## config.mk

```make
export PLATFORM = sky130hd
export DESIGN_NAME = vga_frame_capture
export DESIGN_NICKNAME = d
export VERILOG_FILES = /design/src/rtl/vga_frame_capture.sv
export SDC_FILE = /design/constraint.sdc
export NUM_CORES = 1
export LEC_CHECK = 0
export CORE_UTILIZATION = 45
export DETAILED_ROUTE_END_ITERATION = 6
export HOLD_SLACK_MARGIN = 0.08
export PLACE_DENSITY_LB_ADDON = 0.08
export SLEW_MARGIN = 30
export SYNTH_ARGS = -nofsm -noshare
export SYNTH_HDL_FRONTEND = slang
export SYNTH_SLANG_ARGS = --single-unit
```

## constraint.sdc

```tcl
create_clock -name clk -period 9.7 [get_ports clk]
set_input_delay 1.455 -clock clk [delete_from_list [all_inputs] [get_ports clk]]
set_output_delay 1.455 -clock clk [all_outputs]
set_load 0.01 [all_outputs]
```

## src/rtl/vga_frame_capture.sv

```systemverilog
// VGA frame grabber: recovers position/lock from hsync/vsync and writes one 2x-decimated frame into block RAM.
// Latency: pin to RAM write 2 clocks; no backpressure, the RAM write port accepts every cycle.
module vga_frame_capture #(
  parameter int H_TOTAL  = 800,
  parameter int H_SKIP   = 144,
  parameter int H_ACTIVE = 640,
  parameter int V_TOTAL  = 525,
  parameter int V_SKIP   = 35,
  parameter int V_ACTIVE = 480,
  parameter int IMG_W    = 320
) (
  input  logic        clk,
  input  logic        rst,
  input  logic        hsync_in,
  input  logic        vsync_in,
  input  logic [11:0] rgb_in,
  input  logic        start,
  output logic        wea,
  output logic [16:0] addra,
  output logic [11:0] dina,
  output logic        busy,
  output logic        done,
  output logic        locked,
  output logic [9:0]  line_len
);

  localparam logic [9:0]  CNT_MAX = 10'h3ff;
  localparam logic [9:0]  H_LAST  = 10'(H_TOTAL - 1);
  localparam logic [9:0]  V_LAST  = 10'(V_TOTAL - 1);
  localparam logic [9:0]  H_LO    = 10'(H_SKIP);
  localparam logic [9:0]  H_HI    = 10'(H_SKIP + H_ACTIVE);
  localparam logic [9:0]  V_LO    = 10'(V_SKIP);
  localparam logic [9:0]  V_HI    = 10'(V_SKIP + V_ACTIVE);
  localparam logic [16:0] IMG_W_V = 17'(IMG_W);

  typedef enum logic [1:0] {IDLE, ARM, CAPTURE, DONE} state_t;

  logic        s1_h, s1_v, s2_h, s2_v;
  logic [11:0] s1_rgb;
  logic        hs_fall, vs_fall;
  logic [9:0]  h_cnt, v_cnt;
  logic        hs_seen, vs_seen, frame_good;
  logic        bad_line;
  logic [1:0]  ok_cnt, ok_nxt;
  logic        lock_nxt;
  logic        h_act, v_act;
  logic [9:0]  x, y;
  logic [8:0]  xh, yh;
  logic [16:0] row_base, wr_addr;
  logic        wr_go;
  state_t      state, state_nxt;
  logic        capturing;

  // Syncs idle high so a stream that starts low right after reset still yields a falling edge.
  always_ff @(posedge clk or posedge rst) begin
    if (rst) begin
      s1_h   <= 1'b1;
      s1_v   <= 1'b1;
      s2_h   <= 1'b1;
      s2_v   <= 1'b1;
      s1_rgb <= '0;
    end else begin
      s1_h   <= hsync_in;
      s1_v   <= vsync_in;
      s2_h   <= s1_h;
      s2_v   <= s1_v;
      s1_rgb <= rgb_in;
    end
  end

  assign hs_fall  = s2_h & ~s1_h;
  assign vs_fall  = s2_v & ~s1_v;
  assign bad_line = hs_fall & hs_seen & (h_cnt != H_LAST);

  always_comb begin
    ok_nxt = ok_cnt;
    if (bad_line) begin
      ok_nxt = 2'd0;
    end else if (vs_fall) begin
      if (vs_seen && frame_good && (v_cnt == V_LAST)) begin
        ok_nxt = (ok_cnt == 2'd2) ? 2'd2 : ok_cnt + 2'd1;
      end else begin
        ok_nxt = 2'd0;
      end
    end
  end

  assign lock_nxt = (ok_nxt == 2'd2);
  assign locked   = (ok_cnt == 2'd2);

  always_ff @(posedge clk or posedge rst) begin
    if (rst) begin
      h_cnt      <= '0;
      v_cnt      <= '0;
      line_len   <= '0;
      hs_seen    <= 1'b0;
      vs_seen    <= 1'b0;
      frame_good <= 1'b0;
      ok_cnt     <= 2'd0;
    end else begin
      if (hs_fall) begin
        h_cnt <= '0;
      end else if (h_cnt != CNT_MAX) begin
        h_cnt <= h_cnt + 10'd1;
      end

      if (vs_fall) begin
        v_cnt <= '0;
      end else if (hs_fall && (v_cnt != CNT_MAX)) begin
        v_cnt <= v_cnt + 10'd1;
      end

      // The first line after reset has an unknown start, so it is not measured.
      if (hs_fall) begin
        hs_seen <= 1'b1;
        if (hs_seen) begin
          line_len <= (h_cnt == CNT_MAX) ? CNT_MAX : h_cnt + 10'd1;
        end
      end

      if (vs_fall) begin
        vs_seen <= 1'b1;
      end

      if (vs_fall) begin
        frame_good <= 1'b1;
      end else if (bad_line) begin
        frame_good <= 1'b0;
      end

      ok_cnt <= ok_nxt;
    end
  end

  assign h_act = (h_cnt >= H_LO) && (h_cnt < H_HI);
  assign v_act = (v_cnt >= V_LO) && (v_cnt < V_HI);
  assign x     = h_cnt - H_LO;
  assign y     = v_cnt - V_LO;
  assign xh    = x[9:1];
  assign yh    = y[9:1];

  // Row base as a sum of shifted copies of the row index, one term per set bit of the pitch.
  always_comb begin
    row_base = '0;
    for (int i = 0; i < 17; i++) begin
      if (IMG_W_V[i]) begin
        row_base = row_base + (17'(yh) << i);
      end
    end
    wr_addr = row_base + 17'(xh);
  end

  always_ff @(posedge clk or posedge rst) begin
    if (rst) begin
      state <= IDLE;
    end else begin
      state <= state_nxt;
    end
  end

  always_comb begin
    state_nxt = state;
    case (state)
      IDLE:    if (start) state_nxt = ARM;
      ARM:     if (vs_fall && lock_nxt) state_nxt = CAPTURE;
      CAPTURE: begin
        if (!lock_nxt) begin
          state_nxt = ARM;
        end else if (v_cnt == V_HI) begin
          state_nxt = DONE;
        end
      end
      DONE:    state_nxt = IDLE;
      default: state_nxt = IDLE;
    endcase
  end

  always_comb begin
    busy      = 1'b0;
    done      = 1'b0;
    capturing = 1'b0;
    case (state)
      ARM:     busy = 1'b1;
      CAPTURE: begin
        busy      = 1'b1;
        capturing = 1'b1;
      end
      DONE:    done = 1'b1;
      default: ;
    endcase
  end

  assign wr_go = capturing & lock_nxt & h_act & v_act & ~x[0] & ~y[0];

  always_ff @(posedge clk or posedge rst) begin
    if (rst) begin
      wea   <= 1'b0;
      addra <= '0;
      dina  <= '0;
    end else begin
      wea <= wr_go;
      if (wr_go) begin
        addra <= wr_addr;
        dina  <= s1_rgb;
      end
    end
  end

endmodule

```

* Word level (Yosys, flattened, before mapping)
Index checks and enable logic that the tools add are counted.
** Word-level totals
- Register bits :: 83
- Bits of input ports :: 17
- Output and inout bits :: 43
- Word-level logic and storage cells :: 86
** Operators by class
- Add/sub/neg operators :: 7
- Order comparisons :: 4
- Equal/unequal tests :: 14
- Mux-type cells :: 19
- Bitwise logic cells :: 13
- Reductions and logical operators :: 13
** Operator list (number)
- $mux 10 :: 5
- $eq 10x10->1 const B :: 3
- $ne 10x10->1 const B :: 3
- $add 10x1->10 const B :: 2
- $lt 10x10->1 const B :: 2
- $add 15x17->17 :: 1
- $add 17x9->17 :: 1
- $mux 2 :: 8
- $ge 10x6->1 const B :: 1
- $ge 10x8->1 const B :: 1
- $sub 10x6->10 const B :: 1
- $sub 10x8->10 const B :: 1
- $and 1x1->1 :: 9
- $eq 2x2->1 const B :: 4
- $pmux 2 s4 :: 1
- $logic_and 1x1->1 :: 6
- $reduce_bool 2->1 :: 3
- $mux 1 :: 5
- $ne 2x2->1 const B :: 2
- $not 1->1 :: 4
- $ne 3x3->1 const B :: 1
- $reduce_and 3->1 :: 1
- $add 2x1->2 const B :: 1
- $eq 2x1->1 const B :: 1
- 3 further kinds :: 3

* Depth between registers and ports, before layout
Gate-level depths: netlist of the first run.
- Word-level depth :: 11
- Depth in mapped cells :: 14
- Gate-level depth less buffers :: 14

* Worst setup path before layout of the first run
OpenSTA, ideal clock, no wires.
- Path type :: reg2reg
- From :: register v_cnt[0]
- To :: register addra[16]
- Library setup time :: 0.125 ns
- Arrival :: 3.288 ns
- Data required time :: 9.575 ns
- Slack :: 6.287 ns
- Stages on the path, launching flop included :: 14
- Buffers on the path :: 1
- Period minus slack after synthesis :: 3.413 ns
- Cell sequence :: dfrtp_1 -> ha_1 -> clkbuf_1 -> nor4_1 -> nor2b_1 -> o31ai_1 -> o21ai_0 -> ha_1 -> ha_1 -> or4_1 -> o22a_1 -> a31oi_1 -> xnor2_1 -> mux2_4
** Between the ends
- Longest elaborated chain between the ends :: 11
- Elaborated cells on any way between the ends :: 18
- Those cells by class :: add/sub (3); order compare (2); eq/ne (2); mux (3); bitwise (6); reduce/logical (2)
** RTL lines
- from (decl) :: line 41 : logic [9:0] h_cnt, v_cnt;
- from (signal assigned) :: line 110 : v_cnt <= v_cnt + 10'd1;
- parallel branches: the longest is 11 deep, another holds $add 15x17->17
- to (signal assigned) :: line 203 : addra <= wr_addr;
- to (decl) :: line 19 : output logic [16:0] addra,
Parallel ways; which one is timed is not known.
A chain may end at the register's enable or synchronous reset.

* Worst setup path in the final report of the first run
Ends and elaborated chain as after synthesis.

==> summary.md, run 1 <==
| Metric | Value |
|---|---|
| Outcome | `completed` |
| Post-CTS setup buffers | `0` |
| Synth area leader | `dfrtp_1` |
| Resized cells post-CTS | `0` |
| Leakage power total | `2.459 nW` |
| Hold bufs inserted after CTS | `0` |
| Layout cells sized above 1 | `0.1501` |
| Pin count of the biggest net entering global routing | `84` |
| Async S/R FF share, synth | `1.000` |
| TritonCTS clock tree | `done` |
| Die Height | `101.2 um` |
| Tcrit/Tclk final | `0.3702` |
| Commonest cells after routing, fill and taps aside | `79 x dfrtp_1, 59 x clkdlybuf4s50_1, 39 x nor2_1` |
| WP buf/inv | `0` |
| Commonest non-fill, non-tap cell in the layout | `dfrtp_1` |
| Routed len/inst | `13.79 um` |
| Final period demand of the worst path | `3.591 ns` |
| Final WS setup | `6.109 ns` |
| NumNets Final | `494` |
| Place WS | `6.116 ns` |
| Tightest Pin Transition | `0.7405 ns` |
| Final Wtd Congestion | `0.8941` |
| WP data arrival | `3.83 ns` |
| I/O pin count | `60` |
| Final core occ | `0.5654` |
| Met1 Use GR | `0.2282` |
| Starting DRT DRC Count | `93` |
| Post-synth top flop | `dfrtp_1` |
| Fmax | `0.2785 GHz` |
| CP Cell Sequence | `ha_1 > nor4_1 > nor2b_1 > o31ai_1 > o21ai_0 > ha_1 > ha_1 > or4_1 > o22a_1 > a31oi_1 > xnor2_1 > mux2_4` |
| #FFs+latches synth | `83` |
| Sequential share of the synthesized area | `0.4701` |
| Non-Filler Instances | `582` |
| # diodes | `0` |
| Die area | `10240 um2` |
| Clk sinks | `83` |
| Vias/cell | `5.034` |
| Max stage delay on crit path | `0.52 ns` |
| First-pass GRT wire length | `13.63 mm` |
| Setup crit end kind | `flop` |
| Clock Latency Late Sink | `0.36 ns` |
| Final Hold Fails | `0` |
| Post-Synthesis Cells | `393` |
| Critical path's slowest cell | `or4_1` |
| Synth-to-Final Area Change | `19.63%` |
| DRT Pass-1 Iters | `4` |
| Clk slew on worst S/H paths | `0.09 ns` |
| Setup violators final | `0` |
| EDFF count, synth | `0` |
| Synth unique cells | `54` |
| Area of the core | `9371 um2` |
| Initial antenna violation count | `0` |
| Pwr dens | `162.0 nW/um2` |
| Final HPWL DP | `5.643 mm` |
| Mapped Avg Cell Area | `11.27 um2` |
| Setup crit start kind | `flop` |
| Mapped Area | `4429 um2` |
| Met3 usage | `0.04279` |
| Synth area leaders | `dfrtp_1 45%, mux2_4 9.5%, ha_1 7.6%` |
| Root Buffer | `clkbuf_8` |
| Max-slew violation count | `0` |
| Initial Util | `0.4726` |
| M2 GR Usage | `0.2758` |
| RSZ-0062 raised after global routing | `no` |
| WP data required | `9.94 ns` |
| Critical path class | `flop to flop` |
| Post-route design area | `5299 um2` |
| Residual DRC count | `0` |
| Max cap viols | `0` |
| GR peak layer | `met2` |
| PortBufs | `59` |
| CTS H-tree depth | `3` |
| Max_slew headroom | `0.5063` |
| Critical Path Fanout Max | `10` |
| Yosys top cell area share | `0.4463` |
| Peak VDD IR | `0.09582 mV` |
| Placed Cells | `566` |
| Most frequent CP cell | `ha_1` |
| Clock skew | `0.01322 ns` |
| CP top delay family | `simple AND/OR/NAND/NOR gates` |
| Vias in the first global route | `2891` |
| Total GRT Usage | `0.1709` |
| Total congestion overflow | `0` |
| Mapped Nets | `439` |
| Setup TNS | `0 ns` |
| Die X-Extent | `101.2 um` |
| Worst Hold Class | `flop to flop` |
| Antenna Violating Nets Remaining | `0` |
| Largest buffer count on any clock path | `2` |
| Yosys warning count | `0` |
| # rows | `35` |
| Final Routed Wirelength | `8.023 mm` |
| Via count | `2930` |
| Placed cell area | `5062 um2` |
| Num CTS Buffers | `9` |
==> sequential cells by signal, summed over array words and instances (netlist names) <==
| signal | count |
|---|---|
| frame_good | 1 |
| ok_cnt | 2 |
| hs_seen | 1 |
| s1_v | 1 |
| h_cnt | 10 |
| wea | 1 |
| s2_v | 1 |
| state | 2 |
| addra | 17 |
| dina | 12 |
| s1_rgb | 12 |
| line_len | 10 |
| s2_h | 1 |
| s1_h | 1 |
| v_cnt | 10 |
| vs_seen | 1 |
==> cell families (layout without fill, tap and decap cells) <==
family | count (synthesis) | in the layout | synth area share
AND/OR/NAND/NOR | 126 | 126 | 0.1469
XOR/XNOR | 32 | 32 | 0.06328
multiplexers | 34 | 34 | 0.1085
adder cells (fa/ha/maj) | 29 | 29 | 0.08531
flip-flops | 83 | 83 | 0.4701
buffers and inverters | 37 | 97 | 0.04859
AO/OA/AOI/OAI | 52 | 52 | 0.07740
==> power breakdown <==
part	internal, mW	switching [mW]
Combinational	0.0875	0.0976
Sequential	0.365	0.0190
Clock	0.155	0.134
==> per-layer routing <==
| metal | part of all wire | vias to the layer above | routed length [um] |
|---|---|---|---|
| met1 | 0.49 | 1422 | 3917 |
| li1 | - | 1442 | - |
| met4 | 0.0086 | 0 | 69 |
| met5 | 0 | - | 0 |
| met2 | 0.46 | 58 | 3710 |
| met3 | 0.041 | 8 | 325 |
==> final timing paths <==
kind	end	startpoint	slack (ns)	cells past startpoint
worst max-delay path	addra[16]	v_cnt[0]	6.11	12
worst min-delay path	s2_v	s1_v	0.37	0
worst max register to register	addra[16]	v_cnt[0]	6.11	12
worst min register to register	s2_v	s1_v	0.37	0
max in group asynchronous	state[0]	rst	7.57	3
min in group asynchronous	s1_rgb[6]	rst	1.60	3
==> stage by stage <==
step | hold slack (ns) | total power [mW]
after global routing | 0.3779 | 0.9119
after CTS | 0.3710 | 0.8709
after floorplan | 0.3509 | 0.5237
after detailed placement | 0.3583 | 0.5771
final | 0.3701 | 0.8582
after global placement | 0.3559 | 0.5733
==> layout make-up <==
class                   instances  area (um2)
well taps                     129       161.4
clock buffers                  10       137.6
flip-flops and latches         83        2082
multi-input cells             273        2140
repair buffers                 60       601.8
fillers                       847        4073
inverters                      21       80.08
clock inverters                 6       96.34
==> synthesized netlist by cell type, types with 3 or more instances <==
library cell	count
a21oi_1	9
nor2_1	39
nand2_1	29
or3_1	4
buf_6	5
a21o_1	3
xnor2_1	19
xor2_1	13
a31oi_1	3
or4_1	3
ha_1	27
or2_2	3
inv_1	21
nand4_1	3
dfstp_2	4
a211oi_1	3
mux2i_1	6
o21ai_0	19
dfrtp_1	79
nand3_1	9
nor2b_1	5
clkbuf_1	5
mux2_4	28
clkbuf_8	3
nor3_1	10
o21a_1	5
==> worst reg2reg max path, stage by stage, from the launching register on <==
cell and delay (ns):
dfrtp_1 0.46, ha_1 0.36, nor4_1 0.31, nor2b_1 0.16, o31ai_1 0.20, o21ai_0 0.16, ha_1 0.33, ha_1 0.23
or4_1 0.52, o22a_1 0.22, a31oi_1 0.20, xnor2_1 0.09, mux2_4 0.26
(Power assumes the default switching activity.)
==> run 2, diff against run 1 <==
==> constraint.sdc (replaced) <==
create_clock -name clk -period 3.09 [get_ports clk]
set_input_delay 0.4635 -clock clk [delete_from_list [all_inputs] [get_ports clk]]
set_output_delay 0.4635 -clock clk [all_outputs]
set_load 0.01 [all_outputs]
==> run 2 against run 1 <==
Effect of this change: the run now ends with setup timing left; register-to-register slack got worse by 6.1 ns; setup slack worse by 6.1 ns; sequential share of layout area shrank 2.5 points; count of clock-buffer cells in the layout shrank 1; power rose to 3.2 times the previous value; worst hold slack better by 0.00093 ns; combinational power increased to 4.0 times the previous value; sequential power grew to 3.1 times the previous value; maximum frequency increased by 16%; largest cell class unchanged.
==> summary.md, run 2 (synthesized netlist as in run 1, its figures left out) <==
| Metric | Value |
|---|---|
| Commonest non-fill, non-tap cell in the layout | `dfrtp_1 (unchanged)` |
| Placed Cells | `606 (was 566)` |
| Most frequent CP cell | `a21oi_2 (was ha_1)` |
| CP Cell Sequence | `or3_4 > a21oi_2 > xnor2_1 > fa_1 > inv_2 > fa_2 > a21oi_2 > nor2b_1 > o31ai_2 > or2b_1 > xor2_1 > mux2_4 (was ha_1 > nor4_1 > nor2b_1 > o31ai_1 > o21ai_0 > ha_1 > ha_1 > or4_1 > o22a_1 > a31oi_1 > xnor2_1 > mux2_4)` |
| Area of the core | `9371 um2 (unchanged)` |
| Commonest cells after routing, fill and taps aside | `79 x dfrtp_1, 59 x clkdlybuf4s50_1, 41 x buf_4 (was 79 x dfrtp_1, 59 x clkdlybuf4s50_1, 39 x nor2_1)` |
| WP data arrival | `3.36 ns (was 3.83 ns)` |
| Residual DRC count | `0 (unchanged)` |
| CP top delay family | `adder cells (was simple AND/OR/NAND/NOR gates)` |
| WP buf/inv | `1 (was 0)` |
| Clk sinks | `83 (unchanged)` |
| NumNets Final | `536 (was 494)` |
| Largest register by flop count | `addra (unchanged)` |
| Critical path's slowest cell | `fa_1 (was or4_1)` |
| Layout cells sized above 1 | `0.2525 (was 0.1501)` |
| Setup violators final | `1 (was 0)` |
| Critical path class | `flop to flop (unchanged)` |
| Total congestion overflow | `0 (unchanged)` |
| Num CTS Buffers | `9 (unchanged)` |
| # diodes | `0 (unchanged)` |
| Tcrit/Tclk final | `1.004 (was 0.3702)` |
| Max-slew violation count | `0 (unchanged)` |
| Starting DRT DRC Count | `101 (was 93)` |
| Violated checks | `setup timing` |
| Final Wtd Congestion | `0.8177 (was 0.8941)` |
| Final period demand of the worst path | `3.103 ns (was 3.591 ns)` |
| Die area | `10240 um2 (unchanged)` |
| Power Total | `2.707 mW (was 0.8582 mW)` |
| Vias/cell | `4.880 (was 5.034)` |
| Setup crit end kind | `flop (unchanged)` |
| Placed cell area | `5419 um2 (was 5062 um2)` |
| Total GRT Usage | `0.1797 (was 0.1709)` |
| RSZ-0062 raised after global routing | `yes (was no)` |
| Max cap viols | `0 (unchanged)` |
| Initial Util | `0.4726 (unchanged)` |
| Hold bufs inserted after CTS | `0 (unchanged)` |
| WP data required | `3.34 ns (was 9.94 ns)` |
| Max reg flops | `17 (unchanged)` |
| Final Routed Wirelength | `8.341 mm (was 8.023 mm)` |
| Leakage power total | `2.652 nW (was 2.459 nW)` |
| Clock Latency Late Sink | `0.36 ns (about the same)` |
| Root Buffer | `clkbuf_8 (unchanged)` |
| Hold_ws | `0.3711 ns (was 0.3701 ns)` |
| Top Registers | `addra: 17 flops, dina: 12 flops, s1_rgb: 12 flops (unchanged)` |
| Final core occ | `0.6043 (was 0.5654)` |
| Final HPWL DP | `5.940 mm (was 5.643 mm)` |
| TritonCTS clock tree | `done (unchanged)` |
| Die Height | `101.2 um (unchanged)` |
| Pin count of the biggest net entering global routing | `84 (unchanged)` |
| Tightest Pin Transition | `0.4756 ns (was 0.7405 ns)` |
| Synth-to-Final Area Change | `27.85% (was 19.63%)` |
| Critical Path Fanout Max | `2 (was 10)` |
| I/O pin count | `60 (unchanged)` |
| Outcome | `finished, violations left (was completed)` |
| Peak VDD IR | `0.2659 mV (was 0.09582 mV)` |
| Max_slew headroom | `0.6821 (was 0.5063)` |
| Routed len/inst | `13.37 um (was 13.79 um)` |
| Final Hold Fails | `0 (unchanged)` |
| Setup crit start kind | `flop (unchanged)` |
| Final WS setup | `-0.01318 ns (was 6.109 ns)` |
| Non-Filler Instances | `624 (was 582)` |
| Vias in the first global route | `3007 (was 2891)` |
| Die X-Extent | `101.2 um (unchanged)` |
| Pwr dens | `478.0 nW/um2 (was 162.0 nW/um2)` |
| Max stage delay on crit path | `0.50 ns (was 0.52 ns)` |
| Worst Hold Class | `flop to flop (unchanged)` |
| Antenna Violating Nets Remaining | `0 (unchanged)` |
| DRT Pass-1 Iters | `4 (unchanged)` |
| Fmax | `0.3223 GHz (was 0.2785 GHz)` |
| Clock skew | `0.01690 ns (was 0.01322 ns)` |
| R2R Setup Slk | `-0.01 ns (was 6.11 ns)` |
| First-pass GRT wire length | `14.14 mm (was 13.63 mm)` |
| Initial antenna violation count | `0 (unchanged)` |
| PortBufs | `59 (unchanged)` |
| Via count | `3045 (was 2930)` |
| # rows | `35 (unchanged)` |
| Clk slew on worst S/H paths | `0.10 ns (was 0.09 ns)` |
| Largest buffer count on any clock path | `2 (unchanged)` |
| Post-route design area | `5663 um2 (was 5299 um2)` |
| CTS H-tree depth | `3 (unchanged)` |
[run 2: per-layer routing]
layer	track usage	wire length, um
met2	0.2883	3868
met3	0.04417	327
met5	0	0
met4	0.06912	108
met1	0.2358	4037
[run 2: layout make-up]
class / count / area (um2)
fill: 824 / 3709
multi-input combinational: 273 / 2206
sequential: 83 / 2082
timing repair buffer: 102 / 938.4
tap: 129 / 161.4
clock buffer: 9 / 123.9
inverter: 21 / 80.08
clock inverter: 7 / 71.32
[run 2: power breakdown]
part           leakage, nW  switching, mW  internal [mW]
Combinational         1.47          0.355          0.381
Clock               0.0926          0.461          0.314
Sequential            1.09         0.0492           1.15
[run 2: what timing repair did]
item                       in CTS  in global routing
setup endpoints to repair       2                  5
pin swaps                       1                  4
buffers inserted                1                  1
resized for setup               2                  8
[run 2: through the flow]
| stage | setup WS [ns] | setup TNS (ns) |
|---|---|---|
| floorplan | -0.0005107 | -0.0005107 |
| finish | -0.01318 | -0.01318 |
| detailed placement | -0.09851 | -0.1223 |
| CTS | -0.09976 | -0.1859 |
| global placement | -0.03568 | -0.03568 |
| global route | -0.1648 | -0.4424 |
[run 2: final timing paths]
kind | cells after the start | start | end
max in group asynchronous | 3 | rst | s1_v
min in group asynchronous | 3 | rst | dina[0]
worst max register to register | 12 | h_cnt[6] | addra[13]
worst max-delay path | 12 | h_cnt[6] | addra[13]
worst min register to register | 0 | s1_v | s2_v
worst min-delay path | 0 | s1_v | s2_v
